**config.mk**
```make
export PLATFORM = sky130hd
export DESIGN_NAME = fir_mac_sequencer
export DESIGN_NICKNAME = d
export VERILOG_FILES = /design/src/rtl/fir_mac_sequencer.sv
export SDC_FILE = /design/constraint.sdc
export NUM_CORES = 1
export LEC_CHECK = 0
export CAP_MARGIN = 25
export CORE_ASPECT_RATIO = 2
export CORE_MARGIN = 2
export CORE_UTILIZATION = 40
export CTS_BUF_LIST = sky130_fd_sc_hd__clkbuf_4 sky130_fd_sc_hd__clkbuf_8
export CTS_CLUSTER_DIAMETER = 200
export CTS_CLUSTER_SIZE = 12
export DETAILED_ROUTE_END_ITERATION = 16
export GPL_TIMING_DRIVEN = 0
export MAX_ROUTING_LAYER = met4
export PLACE_DENSITY_LB_ADDON = 0.3
export SYNTH_ARGS = -nofsm -noshare
export SYNTH_HDL_FRONTEND = slang
export SYNTH_SLANG_ARGS = --single-unit
```
**constraint.sdc**
```tcl
create_clock -name clk -period 13.92 [get_ports clk]
set_input_delay 2.784 -clock clk [delete_from_list [all_inputs] [get_ports clk]]
set_output_delay 2.784 -clock clk [all_outputs]
set_load 0.01 [all_outputs]
```
**src/rtl/fir_mac_sequencer.sv**
```systemverilog
// rtl/fir_mac_sequencer.sv - time-multiplexed FIR with one shared signed MAC, NTAPS taps, runtime coefficient bank
// Optional macro FIR_SEQ_SAT_EN: saturate out_sample on accumulator overflow and add sticky sat_hit output.
module fir_mac_sequencer #(
  parameter int DW     = 16,
  parameter int CW     = 16,
  parameter int TAP_AW = 2,
  parameter int AW     = DW + CW + TAP_AW
) (
  input  logic              clk,
  input  logic              rst,
  input  logic              in_valid,
  output logic              in_ready,
  input  logic [DW-1:0]     in_sample,
  output logic              out_valid,
  input  logic              out_ready,
  output logic [DW-1:0]     out_sample,
  input  logic              cfg_we,
  input  logic [TAP_AW-1:0] cfg_addr,
  input  logic [CW-1:0]     cfg_data,
  output logic              cfg_err,
`ifdef FIR_SEQ_SAT_EN
  output logic              sat_hit,
`endif
  output logic              busy
);

  localparam int NTAPS = 2 ** TAP_AW;
  localparam int PW    = DW + CW;

  typedef enum logic [1:0] {
    S_IDLE = 2'd0,
    S_MAC  = 2'd1,
    S_OUT  = 2'd2
  } state_t;

  state_t r_state;
  state_t w_next;

  logic [DW-1:0]        r_hist [NTAPS];
  logic [CW-1:0]        r_coef [NTAPS];
  logic signed [AW-1:0] r_acc;
  logic [TAP_AW-1:0]    r_k;
  logic                 r_out_valid;
  logic [DW-1:0]        r_out_sample;
  logic                 r_cfg_err;

  logic                 w_accept;
  logic                 w_cfg_write;
  logic                 w_mac_en;
  logic                 w_mac_last;
  logic                 w_out_load;
  logic                 w_out_done;
  logic signed [PW-1:0] w_hist_x;
  logic signed [PW-1:0] w_coef_x;
  logic signed [PW-1:0] w_prod;
  logic signed [AW-1:0] w_prod_x;
  logic [DW-1:0]        w_out_next;
  logic                 w_unused_acc;

  always_ff @(posedge clk or negedge rst) begin
    if (!rst) begin
      r_state <= S_IDLE;
    end else begin
      r_state <= w_next;
    end
  end

  assign w_mac_last = &r_k;

  always_comb begin
    w_next = r_state;
    case (r_state)
      S_IDLE:  if (w_accept) w_next = S_MAC;
      S_MAC:   if (w_mac_last) w_next = S_OUT;
      S_OUT:   if (w_out_done) w_next = S_IDLE;
      default: w_next = S_IDLE;
    endcase
  end

  always_comb begin
    in_ready    = 1'b0;
    busy        = 1'b1;
    w_accept    = 1'b0;
    w_cfg_write = 1'b0;
    w_mac_en    = 1'b0;
    w_out_load  = 1'b0;
    w_out_done  = 1'b0;
    case (r_state)
      S_IDLE: begin
        busy        = 1'b0;
        in_ready    = !cfg_we;
        w_cfg_write = cfg_we;
        w_accept    = !cfg_we && in_valid;
      end
      S_MAC: begin
        w_mac_en = 1'b1;
      end
      S_OUT: begin
        // First OUT cycle loads the result register; handshake happens once it is visible.
        w_out_load = !r_out_valid;
        w_out_done = r_out_valid && out_ready;
      end
      default: begin
        busy = 1'b1;
      end
    endcase
  end

  assign w_hist_x = {{CW{r_hist[r_k][DW-1]}}, r_hist[r_k]};
  assign w_coef_x = {{DW{r_coef[r_k][CW-1]}}, r_coef[r_k]};
  assign w_prod   = w_hist_x * w_coef_x;
  assign w_prod_x = {{TAP_AW{w_prod[PW-1]}}, w_prod};

  always_ff @(posedge clk or negedge rst) begin
    if (!rst) begin
      for (int i = 0; i < NTAPS; i++) begin
        r_hist[i] <= '0;
        r_coef[i] <= '0;
      end
      r_acc <= '0;
      r_k   <= '0;
    end else begin
      if (w_cfg_write) begin
        r_coef[cfg_addr] <= cfg_data;
      end
      if (w_accept) begin
        r_hist[0] <= in_sample;
        for (int i = 1; i < NTAPS; i++) begin
          r_hist[i] <= r_hist[i-1];
        end
        r_acc <= '0;
        r_k   <= '0;
      end else if (w_mac_en) begin
        r_acc <= r_acc + w_prod_x;
        r_k   <= r_k + TAP_AW'(1);
      end
    end
  end

`ifdef FIR_SEQ_SAT_EN
  logic w_ovf_pos;
  logic w_ovf_neg;
  logic r_sat_hit;

  // Result fits in PW signed bits only when the guard bits all match the sign.
  assign w_ovf_pos = !r_acc[AW-1] && (|r_acc[AW-2:PW-1]);
  assign w_ovf_neg = r_acc[AW-1] && !(&r_acc[AW-2:PW-1]);

  always_comb begin
    w_out_next = r_acc[PW-1:CW];
    if (w_ovf_pos) begin
      w_out_next = {1'b0, {(DW-1){1'b1}}};
    end else if (w_ovf_neg) begin
      w_out_next = {1'b1, {(DW-1){1'b0}}};
    end
  end

  always_ff @(posedge clk or negedge rst) begin
    if (!rst) begin
      r_sat_hit <= 1'b0;
    end else if (w_out_load && (w_ovf_pos || w_ovf_neg)) begin
      r_sat_hit <= 1'b1;
    end
  end

  assign sat_hit = r_sat_hit;
`else
  assign w_out_next = r_acc[PW-1:CW];
`endif

  assign w_unused_acc = ^r_acc;

  always_ff @(posedge clk or negedge rst) begin
    if (!rst) begin
      r_out_valid  <= 1'b0;
      r_out_sample <= '0;
      r_cfg_err    <= 1'b0;
    end else begin
      r_cfg_err <= cfg_we && (r_state != S_IDLE);
      if (w_out_load) begin
        r_out_valid  <= 1'b1;
        r_out_sample <= w_out_next;
      end else if (w_out_done) begin
        r_out_valid <= 1'b0;
      end
    end
  end

  assign out_valid  = r_out_valid;
  assign out_sample = r_out_sample;
  assign cfg_err    = r_cfg_err;

endmodule

```
==> key figures <==
Clock network
  • Max Buffers Root-to-Sink: 2
  • Clock Latency Late Sink: 0.53 ns
  • H-tree lvl count: 4
  • Hold_buf cts: 0
  • Reg clk slew, reported paths: 0.12 ns
  • CTS tree: done
  • Post-CTS Setup Bufs: 0
  • Post-CTS sizing: 0
  • Root Buffer: clkbuf_8
  • CTS buffer count: 17
  • # clock sinks: 182

Timing
  • Worst slew pin tran: 1.13 ns
  • Final hold violations: 0
  • Slew HR: 24.9%
  • Final setup viols: 0
  • RSZ-0062 raised after global routing: no
  • Setup TNS: 0 ns
  • Fin Hold WS: 0.492 ns
  • Final slew viol count: 0
  • Clk_skew: 0.0342 ns
  • Max Fclk: 0.108 GHz
  • Fin crit share: 66.3%
  • Tmin final: 9.24 ns

Drt
  • Final WL: 54.4 mm
  • Met3 WL: 1.51 mm
  • Via density per instance: 5.26
  • First-pass iteration count of the detailed router: 5
  • Max layer used: met4
  • Met1 Wirelength: 18.9 mm
  • Metal2 WL: 30.1 mm
  • DR iter-0 viols: 790
  • Vias after detailed routing: 13390
  • Post-DR wirelength/cell: 21.4 um
  • Routed Antenna Nets: 0
  • Drt drc: 0

Worst setup path
  • Reg2reg end: r_acc[25]$_DFFE_PN0P_
  • Worst Path Required: 14.34 ns
  • R2r startpoint: r_k[0]$_DFFE_PN0P_
  • Crit Path Max Fanout: 10
  • CP startpoint kind: flip-flop
  • Crit path from: r_k[0]$_DFFE_PN0P_
  • CP arrival: 9.66 ns
  • Reg2reg path depth: 26
  • Crit Path Category: reg2reg
  • Reg2reg setup slack: 4.68 ns
  • CP endpoint kind: flip-flop

Layout
  • Layout cell share with drive strength beyond 1: 8.44%
  • Final non-filler cell total: 2546
  • Multi-input logic area: 0.0123 mm2
  • Final core occ: 44.4%
  • Reg area: 0.00455 mm2
  • Commonest non-fill, non-tap cells in the layout: 357 x nand2_1, 344 x inv_1, 292 x fa_1
  • Fill cell total of the finished layout: 4319
  • Commonest non-fill, non-tap cell in the layout: nand2_1
  • Area grow syn2layout: 9.98%
  • Nets@finish: 2397

Logic synthesis
  • Synth Area in XOR/XNOR: 1.47%
  • Synth warn: 0
  • Post-synthesis sequential area ratio: 24.7%
  • Async set-reset flop share out of synthesis: 100%
  • Adder-Cell Fraction of Synth Area: 38.4%
  • Syn_area_per_cell: 9.82 um2
  • Mux contribution to synthesized area: 8.87%
  • Largest family of logic cells by synthesized area: adder cells
  • Post-Syn Area: 0.0184 mm2
  • Post-synthesis simple-gate area fraction: 12.9%
  • Number of distinct library cells after synthesis: 54
  • Post-synth EDFFs: 0
  • Compound-Gate Fraction of Synth Area: 5.20%
  • Mapped Cells: 1878
  • Synth Register Bits: 182
  • Synthesized Nets: 2308
  • Top FF cell, synth: dfrtp_1

Floorplanning
  • FP Rows: 111
  • Starting Density: 40.4%
  • Die height: 308 um
  • Core Region: 0.0457 mm2
  • I/O pin count: 59
  • Die footprint: 0.0479 mm2
  • Die W: 156 um

Run status
  • Status: finished, final reports clean

Placement
  • DP HPWL: 44.3 mm
  • Final GP Congestion: 0.929
  • Port Buf Inserts: 58
  • Placed cells: 2513

Flow run
  • MaxCap Viol Count: 0

Hold path
  • Hold Crit Depth: 2
  • HP Start: r_hist[9]$_DFFE_PN0P_
  • Min-delay worst type: reg2reg
  • Hold path endpoint: r_hist[9]$_DFFE_PN0P_

GRT
  • Largest net degree at the start of global routing: 112
  • Vias in the first global route: 15087
  • Initial antenna violation count: 1
  • GRT Total Usage: 24.8%
  • Grt ovf: 0
  • First-pass GRT wire length: 85.3 mm
## registers in the layout, summed over array words and instances, names as in the netlist
register,cells
r_state,2
cfg_err,1
r_k,2
r_acc,32
out_valid,1
out_sample,16
r_coef,64
r_hist,64
## Yosys cell counts, drive strengths merged (17+ instances only)
cell,number,share of area [%]
nand2,357,7.3
inv,344,7.0
fa,292,32
dfrtp,182,25
nor2,118,2.4
mux2,102,6.2
ha,99,6.7
o21ai,62,1.7
clkbuf,57,1.2
and2,26,0.88
mux2i,24,1.3
xnor2,22,1.0
nand3,21,0.57
o21a,17,0.69
## layout make-up
class,instances,area share [%]
multi-input combinational,1282,60.8
sequential,182,22.5
inverter,344,6.37
timing repair buffer,70,3.58
tap,565,3.49
buffer,70,1.32
clock buffer,18,1.22
clock inverter,13,0.765
antenna,2,0.0247
## critical path: stages, from the launching register on
cell and delay (ns):
dfrtp_1 0.37, buf_2 0.31, buf_1 0.61, mux2_2 0.41, o21ai_1 0.61, clkbuf_1 0.56, nor2_1 0.14, fa_1 0.56
inv_1 0.05, fa_1 0.46, fa_1 0.51, inv_1 0.05, fa_1 0.49, fa_1 0.49, inv_1 0.05, fa_1 0.47
inv_1 0.04, ha_1 0.25, clkbuf_1 0.23, a21oi_1 0.21, o21ai_0 0.11, a21oi_1 0.70, a311oi_1 0.32, o31ai_1 0.37
a21boi_0 0.15, or3_1 0.32, a32o_1 0.25
## routing by layer
| metal | GRT usage (%) | vias up |
|---|---|---|
| met1 | 25.4 | 6913 |
| met5 | - | - |
| met3 | 1.94 | 151 |
| met4 | 14.8 | 0 |
| met2 | 45.7 | 369 |
| li1 | - | 5957 |
## cell families after synthesis
kind of cell | Yosys count
AND/OR/NAND/NOR | 574
AO/OA/AOI/OAI | 149
multiplexers | 137
adder cells (fa/ha/maj) | 391
XOR/XNOR | 31
flip-flops | 182
buffers and inverters | 414
## worst max-delay path by stage
| stage | endpoint | depth (start not counted) |
|---|---|---|
| 4_1_cts | r_acc[25]$_DFFE_PN0P_ | 26 |
| 6_report | r_acc[25]$_DFFE_PN0P_ | 26 |
| 3_3_place_gp | out_sample[11]$_DFFE_PN0P_ | 1 |
| 2_1_floorplan | r_acc[31]$_DFFE_PN0P_ | 28 |
| 3_5_place_dp | r_acc[25]$_DFFE_PN0P_ | 26 |
| 5_1_grt | r_acc[25]$_DFFE_PN0P_ | 28 |
## through the flow
step | setup slack [ns] | cell area [um2]
5_1_grt | 4.15 | 20300
2_1_floorplan | 6.48 | 18400
6_report | 4.68 | 20300
3_3_place_gp | 2.27 | 19700
4_1_cts | 4.64 | 20300
3_5_place_dp | 4.67 | 19900
Power is left out: the tool's default activity adds up to more than one toggle a clock period on the data nets, which glitch-free logic cannot reach.
